===== config.mk =====
export PLATFORM = sky130hd
export DESIGN_NAME = pipe_stage_skid
export DESIGN_NICKNAME = d
export VERILOG_FILES = /design/src/rtl/pipe_pkg.sv /design/src/rtl/pipe_stage_skid.sv
export SDC_FILE = /design/constraint.sdc
export NUM_CORES = 1
export LEC_CHECK = 0
export BUFFER_PORTS_ARGS = -buffer_cell sky130_fd_sc_hd__clkbuf_2
export CAP_MARGIN = 25
export CORE_MARGIN = 8
export CORE_UTILIZATION = 59
export CTS_BUF_LIST = sky130_fd_sc_hd__clkbuf_2
export CTS_CLUSTER_DIAMETER = 150
export CTS_CLUSTER_SIZE = 12
export DETAILED_ROUTE_END_ITERATION = 8
export PLACE_DENSITY = 0.93
export SLEW_MARGIN = 10
export SYNTH_ARGS = -nofsm -noshare
export SYNTH_HDL_FRONTEND = slang
export SYNTH_SLANG_ARGS = --single-unit
export TNS_END_PERCENT = 1

===== constraint.sdc =====
create_clock -name clk -period 3.3 [get_ports clk]
set_clock_uncertainty 0.05 [all_clocks]
set_input_delay 0.33 -clock clk [delete_from_list [all_inputs] [get_ports clk]]
set_output_delay 0.33 -clock clk [all_outputs]
set_load 0.05 [all_outputs]

===== src/rtl/pipe_pkg.sv =====
// Shared types for the rv32i pipeline stage registers: handshake state encoding
// and the packed payload carried across each stage boundary.
package pipe_pkg;

    typedef logic [31:0] rv32i_word;
    typedef logic [6:0]  rv32i_opcode;
    typedef logic [31:0] rv32i_reg_word;
    typedef logic [4:0]  rv32i_reg_idx;

    typedef enum logic [1:0] {
        PS_EMPTY = 2'd0,
        PS_ONE   = 2'd1,
        PS_FULL  = 2'd2
    } pipe_state_t;

    typedef struct packed {
        rv32i_word pc;
        rv32i_word instr;
    } if_id_t;

    typedef struct packed {
        rv32i_word     pc;
        rv32i_opcode   opcode;
        rv32i_reg_word rs1_data;
        rv32i_reg_word rs2_data;
        rv32i_word     imm;
        rv32i_reg_idx  rd;
    } id_ex_t;

    typedef struct packed {
        rv32i_word     pc;
        rv32i_opcode   opcode;
        rv32i_word     alu_out;
        rv32i_reg_word rs2_data;
        rv32i_reg_idx  rd;
    } ex_mem_t;

    typedef struct packed {
        rv32i_opcode   opcode;
        rv32i_reg_word wb_data;
        rv32i_reg_idx  rd;
    } mem_wb_t;

    function automatic logic [1:0] state_occupancy(input pipe_state_t state);
        case (state)
            PS_EMPTY: return 2'd0;
            PS_ONE:   return 2'd1;
            PS_FULL:  return 2'd2;
            default:  return 2'd0;
        endcase
    endfunction

endpackage


===== src/rtl/pipe_stage_skid.sv =====
// Pipeline stage register with valid/ready handshake and flush. SKID=1 adds a
// second entry so in_ready comes from a register instead of from out_ready.
module pipe_stage_skid
    import pipe_pkg::*;
#(
    parameter int unsigned WIDTH = 32,
    parameter bit          SKID  = 1'b1
) (
    input  logic             clk,
    input  logic             rst,
    input  logic             flush,
    input  logic             in_valid,
    output logic             in_ready,
    input  logic [WIDTH-1:0] in_data,
    output logic             out_valid,
    input  logic             out_ready,
    output logic [WIDTH-1:0] out_data,
    output logic [1:0]       occupancy
);

    generate
        if (SKID) begin : g_skid
            pipe_state_t      state_q, state_d;
            logic [WIDTH-1:0] main_q, main_d;
            logic [WIDTH-1:0] skid_q, skid_d;
            logic             in_ready_s, out_valid_s, in_fire_s, out_fire_s;

            // next-state, data steering and handshake decode
            always_comb begin
                state_d     = state_q;
                main_d      = main_q;
                skid_d      = skid_q;
                in_ready_s  = (state_q != PS_FULL);
                out_valid_s = (state_q != PS_EMPTY);
                in_fire_s   = in_valid & in_ready_s;
                out_fire_s  = out_valid_s & out_ready;
                if (flush) begin
                    state_d = PS_EMPTY;
                end else begin
                    case (state_q)
                        PS_EMPTY: begin
                            if (in_fire_s) begin
                                state_d = PS_ONE;
                                main_d  = in_data;
                            end else begin
                                state_d = PS_EMPTY;
                            end
                        end
                        PS_ONE: begin
                            if (in_fire_s && out_fire_s) begin
                                state_d = PS_ONE;
                                main_d  = in_data;
                            end else if (in_fire_s) begin
                                // younger payload parks in the skid entry
                                state_d = PS_FULL;
                                skid_d  = in_data;
                            end else if (out_fire_s) begin
                                state_d = PS_EMPTY;
                            end else begin
                                state_d = PS_ONE;
                            end
                        end
                        PS_FULL: begin
                            if (out_fire_s) begin
                                state_d = PS_ONE;
                                main_d  = skid_q;
                            end else begin
                                state_d = PS_FULL;
                            end
                        end
                        default: begin
                            state_d = PS_EMPTY;
                        end
                    endcase
                end
            end

            // state and both data entries
            always_ff @(posedge clk) begin
                if (rst) begin
                    state_q <= PS_EMPTY;
                    main_q  <= '0;
                    skid_q  <= '0;
                end else begin
                    state_q <= state_d;
                    main_q  <= main_d;
                    skid_q  <= skid_d;
                end
            end

            assign in_ready  = in_ready_s;
            assign out_valid = out_valid_s;
            assign out_data  = main_q;
            assign occupancy = state_occupancy(state_q);
        end else begin : g_single
            pipe_state_t      state_q, state_d;
            logic [WIDTH-1:0] main_q, main_d;
            logic             in_ready_s, out_valid_s, in_fire_s, out_fire_s;

            // next-state, data steering and handshake decode
            always_comb begin
                state_d     = state_q;
                main_d      = main_q;
                out_valid_s = (state_q != PS_EMPTY);
                // a consumer draining this cycle frees the single entry
                in_ready_s  = !out_valid_s | out_ready;
                in_fire_s   = in_valid & in_ready_s;
                out_fire_s  = out_valid_s & out_ready;
                if (flush) begin
                    state_d = PS_EMPTY;
                end else if (in_fire_s) begin
                    state_d = PS_ONE;
                    main_d  = in_data;
                end else if (out_fire_s) begin
                    state_d = PS_EMPTY;
                end else begin
                    state_d = state_q;
                end
            end

            // state and data entry
            always_ff @(posedge clk) begin
                if (rst) begin
                    state_q <= PS_EMPTY;
                    main_q  <= '0;
                end else begin
                    state_q <= state_d;
                    main_q  <= main_d;
                end
            end

            assign in_ready  = in_ready_s;
            assign out_valid = out_valid_s;
            assign out_data  = main_q;
            assign occupancy = state_occupancy(state_q);
        end
    endgenerate

endmodule


### After elaboration in Yosys (flattened, before gate mapping)

Cells that the tools add are included.
Widths: inputs -> output; s select.

| word-level totals | value |
|---|---|
| flip-flop bits (word level) | 66 |
| input bits | 37 |
| output and inout bits | 36 |
| logic and storage cells | 31 |

| cells by class | value |
|---|---|
| equality and inequality tests | 6 |
| multiplexer cells | 11 |
| bitwise logic cells | 4 |
| reductions and logical operators | 7 |

Operators with widths:

| operator | count |
|---|---|
| $mux 32 | 3 |
| $pmux 32 s3 | 1 |
| $ne 2x2->1 const B | 4 |
| $mux 2 | 3 |
| $pmux 2 s3 | 1 |
| $reduce_and 5->1 | 1 |
| $pmux 2 s2 | 1 |
| $reduce_and 4->1 | 1 |
| $reduce_bool 3->1 | 1 |
| $and 1x1->1 | 2 |
| $eq 2x1->1 const B | 1 |
| $eq 2x2->1 const B | 1 |
| $logic_not 2->1 | 1 |
| $mux 1 | 2 |
| $not 1->1 | 2 |
| $reduce_bool 2->1 | 1 |
| $reduce_or 2->1 | 1 |
| $logic_and 1x1->1 | 1 |

### Depth between registers and ports, before layout

Gate-level depths: netlist of the first run.

| logic depth | value |
|---|---|
| depth after elaboration | 6 |
| mapped depth | 6 |

### Worst setup path after synthesis of the first run

No wires, ideal clock.

| timing | value |
|---|---|
| path type | register -> output |
| from | register g_skid.state_q[0] |
| to | output port occupancy[1] |
| arrival time | 1.104 ns |
| data required time | 2.920 ns |
| setup slack | 1.816 ns |
| cell stages (with the launch flop) | 5 |
| cells stage by stage | dfxtp_1 -> nand2b_1 -> buf_6 -> buf_12 -> inv_1 |

| on the way | value |
|---|---|
| word-level cells in the longest chain between the ends | 2 |
| elaborated cells between the ends (all ways) | 3 |
| classes of those cells | 2 x eq/ne; 1 x mux |

Ends and longest elaborated chain:

| element | line | RTL |
|---|---|---|
| start, declared | pipe_stage_skid.sv:23 | `pipe_state_t state_q, state_d;` |
| start signal, assigned | pipe_stage_skid.sv:85 | `state_q <= state_d;` |
| $eq 2x2->1 or $eq 2x1->1 (tied branches) | pipe_pkg.sv:45 | `case (state)` |
| $pmux 2 s2 * | pipe_pkg.sv:45 |  |
| end, declared | pipe_stage_skid.sv:18 | `output logic [1:0] occupancy` |

Mark *: on every way between the ends. The rest lies on a longest branch, timed or not.

### Final worst setup path of the first run

| timing | value |
|---|---|
| from | register g_skid.state_q[0] |
| to | output port in_ready |

| on the way | value |
|---|---|
| word-level cells in the longest chain between the ends | 1 |

Ends and longest elaborated chain:

| element | line | RTL |
|---|---|---|
| $ne 2x2->1 | pipe_stage_skid.sv:33 | `in_ready_s = (state_q != PS_FULL);` |
| end, declared | pipe_stage_skid.sv:13 | `output logic in_ready,` |

Every way passes these cells.

==> out/metrics.cfg, run 1 <==
[outcome]
status = complete, no violations

[pwr]
p_seq_share_pct = 55.0
ir_worst_vdd_mv = 0.247
cell_internal_pwr_w = 0.00107
p_sw_w = 0.000443
combinationalPowerShare_pct = 15.1
p_per_area_nw_per_um2 = 445
swShare_pct = 29.3
leakagePower_nw = 1.55
finalPower_w = 0.00152
pwr-share-clk_pct = 29.9

[logic_synthesis]
synth_cells = 338
yosysTopAreaCellShare_pct = 46.0
synthTopCellsByArea = dfxtp_1 46%, a21oi_1 11%, mux2i_1 11%
synth_top_cell_by_area = dfxtp_1
synth_area_per_cell_um2 = 8.50
yosys_warnings = 0
synth_cell_types = 23
syn_nets = 375
synth_seq_cells = 66
yosysSeqAreaShare_pct = 46.0
synth_area_um2 = 2870

[floorplanning]
chipHeight_um = 85.8
die_area_um2 = 7360
die_x_um = 85.8
io_pins = 73
initial_core_util_pct = 60.8
core_area_um2 = 4720
std_cell_rows = 25

[grt]
grt_pass1_vias = 2410
grt_max_degree = 47
antenna_found_initial = 0
overflow = 0
grt_usage_pct = 18.9
grt_pass1_wl_mm = 11.1

[routing]
drc = 0
post_drt_wl_per_cell_um = 14.7
vias_per_cell = 5.43
totalWireLength_mm = 7.04
dr.pass1.iters = 4
ant_nets = 0
drt-initial-drc-count = 195
vias = 2597

[cells_and_area]
fillers = 384
utilization_pct = 72.1
area_growth_syn_to_layout_pct = 18.6
ff_latch_area_um2 = 1320
nets = 443
final_cell_area_um2 = 3410
layout_common_cells = 84 x clkbuf_2, 66 x dfxtp_1, 65 x a21oi_1, 65 x nand2_1, 33 x or3_1
final_common_cell = clkbuf_2
n_antenna_cell = 0
drive_above_1_share_pct = 23.4
multiInputGateArea_um2 = 1370

[setup_path]
cp.arrival_ns = 1.82
reg2regPathDepth = 5
path_cells = nand2b_2 > buf_12 > clkbuf_2
setup.worst_path.end_class = output pin
worst-path-max-fanout = 29
critPathTopFamily = buffers and inverters
crit_type = reg -> out
critPathBufInv = 2
max_stage_delay_ns = 0.45
crit_required_ns = 2.92
cp_slowest_cell = dfxtp_1
r2r_start = g_skid.state_q[1]
reg2reg_slack_ns = 1.29
r2r_end = out_data[28]
startpoint_type = flop

[sta]
fin_crit_sh_pct = 66.8
relSlewSlack_pct = 44.6
finalWorstSetupSlack_ns = 1.10
setup_violations = 0
finalHoldViolCount = 0
final-max-slew-violation-count = 0
worst-slew-pin-transition_ns = 0.831
max_freq_mhz = 454
tns_ns = 0
period_minus_slack_ns = 2.20
grt_setup_unrepaired = false

[place]
dp_hpwl_mm = 4.63
place_ws_ns = 1.21
gp_congestion = 0.775
placed_cell_area_um2 = 3170
io_buffers = 72

[clock_network]
cts_made_buffers = 9
clk_pin_slew_worst_paths_ns = 0.18
cts_tree = done
clockBufferDepth = 2
htreeDepth = 3
cts_root_buf = clkbuf_2
insertion_delay_ns = 0.48
cts.sinks = 66
cts_setup_buffers = 0

[run]
maxCapViolCount = 0

[min_path]
worstHoldStart = in_data[26]
hold_path_depth = 3
min_to = g_skid.skid_q[26]
min_path_type = in -> reg

per-stage QoR:
step | instances | hold slack [ns]
floorplan | 338 | 0.372
global placement | 450 | 0.390
detailed placement | 450 | 0.396
CTS | 475 | 0.000134
global route | 478 | 0.00273
finish | 478 | 0.0164
layer usage:
layer,vias up,part of all wire [%],GRT usage [%]
met2,73,51,32.0
met3,12,5.9,5.35
met1,1203,41,20.7
li1,1309,-,-
met5,-,0,0
met4,0,2.1,10.8
power groups by stage:
stage | Clock, W | Combinational, W | Sequential, W
after global placement | 0 | 0.000213 | 0.000848
after floorplan | 0 | 0.0000896 | 0.000913
after CTS | 0.000461 | 0.000227 | 0.000833
after detailed placement | 0 | 0.000218 | 0.000849
final | 0.000453 | 0.000229 | 0.000833
after global routing | 0.000487 | 0.000246 | 0.000836
state kept, by name, indices dropped and copies added (netlist names):
name / count
out_data: 32
g_skid.skid_q: 32
g_skid.state_q: 2
layout make-up:
cell class | count | area share (%)
clock buffers | 12 | 1.76
clock inverters | 4 | 1.25
inverters | 1 | 0.110
multi-input cells | 240 | 40.2
flip-flops and latches | 66 | 38.8
well taps | 67 | 2.46
repair buffers | 88 | 15.4
worst max-delay path by stage:
stage | slack (ns) | endpoint | depth (start not counted) | from
5_1_grt | 1.02 | in_ready | 3 | g_skid.state_q[0]
2_1_floorplan | 1.82 | occupancy[1] | 4 | g_skid.state_q[0]
3_5_place_dp | 1.21 | out_data[28] | 6 | out_ready
6_report | 1.10 | in_ready | 3 | g_skid.state_q[0]
4_1_cts | 0.66 | in_ready | 2 | g_skid.state_q[0]
3_3_place_gp | 1.25 | in_ready | 2 | g_skid.state_q[0]
synth_stat cells (all sizes together):
library cell,count
o21a,1
nand2b,2
buf,10
a2111oi,1
nor2b,2
mux2i,32
nor3,2
or2,1
and3b,1
inv,1
or3,33
dfxtp,66
o22a,1
o21ai,32
nand2,65
nand3b,1
a21oi,66
clkbuf,21
tightest hold or removal path, delay by kind of cell:
family	cells	cell delay, ns
compound gates	1	0.05
buf+inv	1	0.09
simple gates	1	0.05
timing repair:
item | CTS | global route
hold buffers | 9 | 1
resized for setup | 0 | 0
endpoints found under the hold margin | 9 | 1
cell families after synthesis:
kind of cell / synth area share [%]
buf+inv: 6.62
flops: 46.0
compound gates: 18.3
simple gates: 17.9
mux: 11.2
No activity file was read; power rests on OpenSTA's default activity.
==> run 2, diff against run 1 <==
CORE_UTILIZATION = 49   (was 59)
PLACE_DENSITY = 0.84   (was 0.93)
clock period = 1.95 ns   (was 3.3 ns; I/O delays follow)
==> out/metrics.cfg, run 2 (synthesized netlist as in run 1, its figures left out) <==
[outcome]
status = complete, no violations  ; unchanged

[floorplanning]
die_x_um = 92.6  ; was 85.8 um
die_area_um2 = 8570  ; was 7360 um^2
chipHeight_um = 92.6  ; was 85.8 um
initial_core_util_pct = 49.7  ; was 60.8%
std_cell_rows = 28  ; was 25
io_pins = 73  ; unchanged
core_area_um2 = 5780  ; was 4720 um^2

[grt]
antenna_found_initial = 1  ; was 0
grt_pass1_vias = 2541  ; was 2410
overflow = 0  ; unchanged
grt_usage_pct = 16.5  ; was 18.9%
grt_max_degree = 36  ; was 47
grt_pass1_wl_mm = 11.5  ; was 11.1 mm

[setup_path]
r2r_end = out_data[10]  ; was out_data[28]
critPathBufInv = 3  ; was 2
setup.worst_path.end_class = output pin  ; unchanged
reg2regPathDepth = 5  ; unchanged
worst-path-max-fanout = 18  ; was 29
reg2reg_slack_ns = 0.34  ; was 1.29 ns
cp_slowest_cell = dfxtp_2  ; was dfxtp_1
r2r_start = g_skid.state_q[1]  ; unchanged
crit_type = reg -> out  ; unchanged
cp.arrival_ns = 1.61  ; was 1.82 ns
path_cells = nand2b_2 > buf_12 > inv_1 > buf_2  ; was nand2b_2 > buf_12 > clkbuf_2
critPathTopFamily = buffers and inverters  ; unchanged
max_stage_delay_ns = 0.38  ; was 0.45 ns
crit_required_ns = 1.70  ; was 2.92 ns
startpoint_type = flop  ; unchanged
startpoint = g_skid.state_q[0]  ; unchanged

[sta]
relSlewSlack_pct = 74.4  ; was 44.6%
final-max-slew-violation-count = 0  ; unchanged
max_freq_mhz = 540
finalHoldViolCount = 0  ; unchanged
setup_violations = 0  ; unchanged
tns_ns = 0  ; unchanged
fin_crit_sh_pct = 94.9
worst-slew-pin-transition_ns = 0.384  ; was 0.831 ns
period_minus_slack_ns = 1.85
grt_setup_unrepaired = false  ; unchanged

[routing]
dr.pass1.iters = 5  ; was 4
totalWireLength_mm = 7.20  ; was 7.04 mm
drc = 0  ; unchanged
drt-initial-drc-count = 122  ; was 195
post_drt_wl_per_cell_um = 13.9  ; was 14.7 um
vias = 2679  ; was 2597
ant_nets = 0  ; unchanged
vias_per_cell = 5.17  ; was 5.43

[clock_network]
clk_pin_slew_worst_paths_ns = 0.17  ; was 0.18 ns
htreeDepth = 3  ; unchanged
cts_tree = done  ; unchanged
cts.sinks = 66  ; unchanged
cts_made_buffers = 9  ; unchanged
insertion_delay_ns = 0.49  ; was 0.48 ns
clockBufferDepth = 2  ; unchanged
cts_root_buf = clkbuf_2  ; unchanged
cts_setup_buffers = 0  ; unchanged

[min_path]
hold_path_depth = 4  ; was 3
min_to = g_skid.state_q[0]  ; was g_skid.skid_q[26]
min_path_type = in -> reg  ; unchanged
worstHoldStart = in_valid  ; was in_data[26]

[cells_and_area]
area_growth_syn_to_layout_pct = 30.8  ; was 18.6%
layout_common_cells = 80 x clkbuf_2, 65 x a21oi_1, 65 x nand2_1  ; was 84 x clkbuf_2, 66 x dfxtp_1, 65 x a21oi_1, 65 x nand2_1, 33 x or3_1
multiInputGateArea_um2 = 1370  ; unchanged
utilization_pct = 65.0  ; was 72.1%
final_common_cell = clkbuf_2  ; unchanged
final_cells = 518  ; was 478
drive_above_1_share_pct = 23.8  ; was 23.4%
fillers = 500  ; was 384
nets = 474  ; was 443
ff_latch_area_um2 = 1320  ; about the same

[pwr]
ir_worst_vdd_mv = 0.533  ; was 0.247 mV
leakagePower_nw = 1.70  ; was 1.55 nW
p_per_area_nw_per_um2 = 730  ; was 445 nW/um^2

[run]
maxCapViolCount = 0  ; unchanged

[place]
dp.cells = 465  ; was 450
dp_hpwl_mm = 4.53  ; was 4.63 mm
gp_congestion = 0.712  ; was 0.775
io_buffers = 72  ; unchanged

run 2: worst max path at each step:
stage,slack [ns],depth (start not counted),to
after global routing,0.006,4,occupancy[1]
after floorplan,0.52,6,out_data[21]
after CTS,0.03,4,occupancy[1]
after global placement,0.42,5,out_data[11]
after detailed placement,0.34,5,out_data[16]
final,0.1,4,occupancy[1]
run 2: worst register-to-register path, cell delays in order (launching register included):
cell     delay [ns]
dfxtp_2        0.39
nor2b_1        0.26
a21oi_4        0.09
buf_4          0.23
or3_1          0.38
a21oi_1        0.15
run 2: metal layers:
| layer | routed length, um | vias up | track usage (%) |
|---|---|---|---|
| li1 | - | 1369 | - |
| met1 | 3090 | 1211 | 17.5 |
| met2 | 3520 | 76 | 27.9 |
| met3 | 372 | 23 | 5.10 |
| met4 | 220 | 0 | 10.5 |
| met5 | 0 | - | 0 |
run 2: power by group:
part           switching [W]  internal, W  total, W  leakage [nW]
combinational       0.000273     0.000160  0.000433          1.08
clock               0.000480     0.000421  0.000902        0.0793
sequential         0.0000208      0.00139   0.00141         0.537
total               0.000774      0.00197   0.00274          1.70
run 2: repair_timing:
action | in CTS | in global routing
hold buffers | 34 | 1
pin swaps | 0 | 0
endpoints found under the setup margin | 1 | 2
gates resized for setup | 1 | 3
cloned | 0 | 1
endpoints found under the hold margin | 39 | 1
run 2: cell type report:
class	instances	area share [%]
clock inverter	6	2.16
clock buffer	10	1.33
antenna	1	0.0666
tap	75	2.50
inverter	1	0.0999
sequential	66	35.2
timing repair buffer	119	22.2
multi-input combinational	240	36.4
run 2: per-stage QoR:
stage          worst slack (ns)  hold WS (ns)  power, W  cell area (um^2)
2_1_floorplan             0.517         0.237   0.00170              2870
3_3_place_gp              0.418         0.384   0.00181              3240
3_5_place_dp              0.338         0.392   0.00181              3240
4_1_cts                  0.0293        0.0252   0.00276              3720
5_1_grt                 0.00644        0.0777   0.00287              3760
6_report                 0.0985        0.0871   0.00274              3760
==> run 3, diff against run 2 <==
CORE_ASPECT_RATIO = 0.7   (was not set)
SETUP_SLACK_MARGIN = 0.5   (was not set)
==> out/metrics.cfg, run 3 (synthesized netlist as in run 1, its figures left out) <==
[outcome]
status = complete, no violations  ; unchanged

[pwr]
leakagePower_nw = 1.73  ; was 1.70 nW
finalPower_w = 0.00293  ; was 0.00274 W
p_per_area_nw_per_um2 = 753  ; was 730 nW/um^2
ir_worst_vdd_mv = 0.406  ; was 0.533 mV

[routing]
post_drt_wl_per_cell_um = 15.3  ; was 13.9 um
dr.pass1.iters = 4  ; was 5
totalWireLength_mm = 7.95  ; was 7.20 mm
drc = 0  ; unchanged
drt-initial-drc-count = 123  ; was 122
vias = 2728  ; was 2679
vias_per_cell = 5.27  ; was 5.17
ant_nets = 0  ; unchanged

[cells_and_area]
nets = 475  ; was 474
final_common_cell = clkbuf_2  ; unchanged
n_antenna_cell = 0  ; was 1
layout_common_cells = 77 x clkbuf_2, 65 x nand2_1, 64 x dfxtp_1  ; was 80 x clkbuf_2, 65 x a21oi_1, 65 x nand2_1
fillers = 460  ; was 500
drive_above_1_share_pct = 26.0  ; was 23.8%
area_growth_syn_to_layout_pct = 35.4  ; was 30.8%
utilization_pct = 68.2  ; was 65.0%

[setup_path]
worst-path-max-fanout = 7  ; was 18
setup.worst_path.end_class = output pin  ; unchanged
r2r_start = g_skid.state_q[0]  ; was g_skid.state_q[1]
crit_required_ns = 1.70  ; about the same
cp.arrival_ns = 1.38  ; was 1.61 ns
startpoint_type = flop  ; unchanged
reg2regPathDepth = 6  ; was 5
reg2reg_slack_ns = 0.35  ; was 0.34 ns
crit_type = reg -> out  ; unchanged
r2r_end = out_data[10]  ; unchanged

[grt]
antenna_found_initial = 0  ; was 1
grt_usage_pct = 18.4  ; was 16.5%
grt_pass1_vias = 2558  ; was 2541
grt_max_degree = 40  ; was 36
grt_pass1_wl_mm = 12.7  ; was 11.5 mm
overflow = 0  ; unchanged

[clock_network]
cts_made_buffers = 9  ; unchanged
cts_root_buf = clkbuf_2  ; unchanged
htreeDepth = 3  ; unchanged
cts.sinks = 66  ; unchanged
insertion_delay_ns = 0.51  ; was 0.49 ns
cts_tree = done  ; unchanged
clk_pin_slew_worst_paths_ns = 0.19  ; was 0.17 ns
clockBufferDepth = 2  ; unchanged

[floorplanning]
std_cell_rows = 23  ; was 28
io_pins = 73  ; unchanged
core_area_um2 = 5700  ; was 5780 um^2
die_area_um2 = 8600  ; was 8570 um^2
die_x_um = 107  ; was 92.6 um
initial_core_util_pct = 50.4  ; was 49.7%
chipHeight_um = 80.1  ; was 92.6 um

[min_path]
min_path_type = in -> reg  ; unchanged
hold_path_depth = 3  ; was 4
min_to = g_skid.state_q[1]  ; was g_skid.state_q[0]
worstHoldStart = in_valid  ; unchanged

[place]
gp_congestion = 0.784  ; was 0.712
io_buffers = 72  ; unchanged
dp_hpwl_mm = 4.91  ; was 4.53 mm
place_ws_ns = 0.340  ; was 0.338 ns

[sta]
worst-slew-pin-transition_ns = 0.627  ; was 0.384 ns
relSlewSlack_pct = 58.2  ; was 74.4%
fin_crit_sh_pct = 83.2  ; was 94.9%
max_freq_mhz = 616  ; was 540 MHz
period_minus_slack_ns = 1.62  ; was 1.85 ns
finalWorstSetupSlack_ns = 0.328  ; was 0.0985 ns
tns_ns = 0  ; unchanged
whs_ns = 0.0585  ; was 0.0871 ns
setup_violations = 0  ; unchanged
grt_setup_unrepaired = true  ; was false
final-max-slew-violation-count = 0  ; unchanged
finalHoldViolCount = 0  ; unchanged

[run]
maxCapViolCount = 0  ; unchanged

run 3: per-stage QoR:
step | cells | instance area (um^2)
after global routing | 518 | 3890
after detailed placement | 465 | 3240
final | 518 | 3890
after CTS | 518 | 3870
after global placement | 465 | 3240
after floorplan | 338 | 2870
run 3: area by class of cell:
type	instances	area [um^2]	share of cell area, %
Clock buffer	9	45.0	1.16
Clock inverter	7	118	3.02
Inverter	1	6.26	0.161
Multi-Input combinational cell	240	1390	35.8
Sequential cell	66	1330	34.2
Tap cell	75	93.8	2.41
Timing Repair Buffer	120	903	23.2
run 3: what timing repair did:
action                                  CTS  global route
endpoints found under the hold margin    44             0
pin swaps                                 0             4
gates cloned                              1             0
resized for setup                        20             7
hold buffers                             33             0
buffers inserted                          3             0
endpoints found under the setup margin   78            99
run 3: worst max-delay path, cell delays in order (launching register included):
cell and delay [ns]:
dfxtp_4 0.40, nand2b_4 0.15, buf_12 0.13, inv_4 0.04
clkbuf_16 0.14
run 3: how the worst max path moves through the flow:
stage | start | end | slack, ns
2_1_floorplan | g_skid.state_q[0] | out_data[21] | 0.52
3_3_place_gp | g_skid.state_q[1] | out_data[4] | 0.42
3_5_place_dp | g_skid.state_q[0] | out_data[13] | 0.34
4_1_cts | g_skid.state_q[0] | occupancy[1] | 0.29
5_1_grt | g_skid.state_q[0] | out_data[10] | 0.27
6_report | g_skid.state_q[0] | occupancy[1] | 0.33
run 3: metal layers:
layer  GRT usage, %  vias up  share of wire [%]
met5              0        -                  0
met4           5.66        0                1.2
met3           5.92       12                6.1
met2           30.7       79                 48
met1           22.2     1268                 44
li1               -     1369                  -
run 3: power breakdown:
part / switching [W] / total (W) / leakage (nW) / internal [W]
registers: 0.0000224 / 0.00141 / 0.537 / 0.00139
clock network: 0.000520 / 0.00107 / 0.0841 / 0.000548
logic: 0.000283 / 0.000451 / 1.11 / 0.000168
total: 0.000825 / 0.00293 / 1.73 / 0.00210
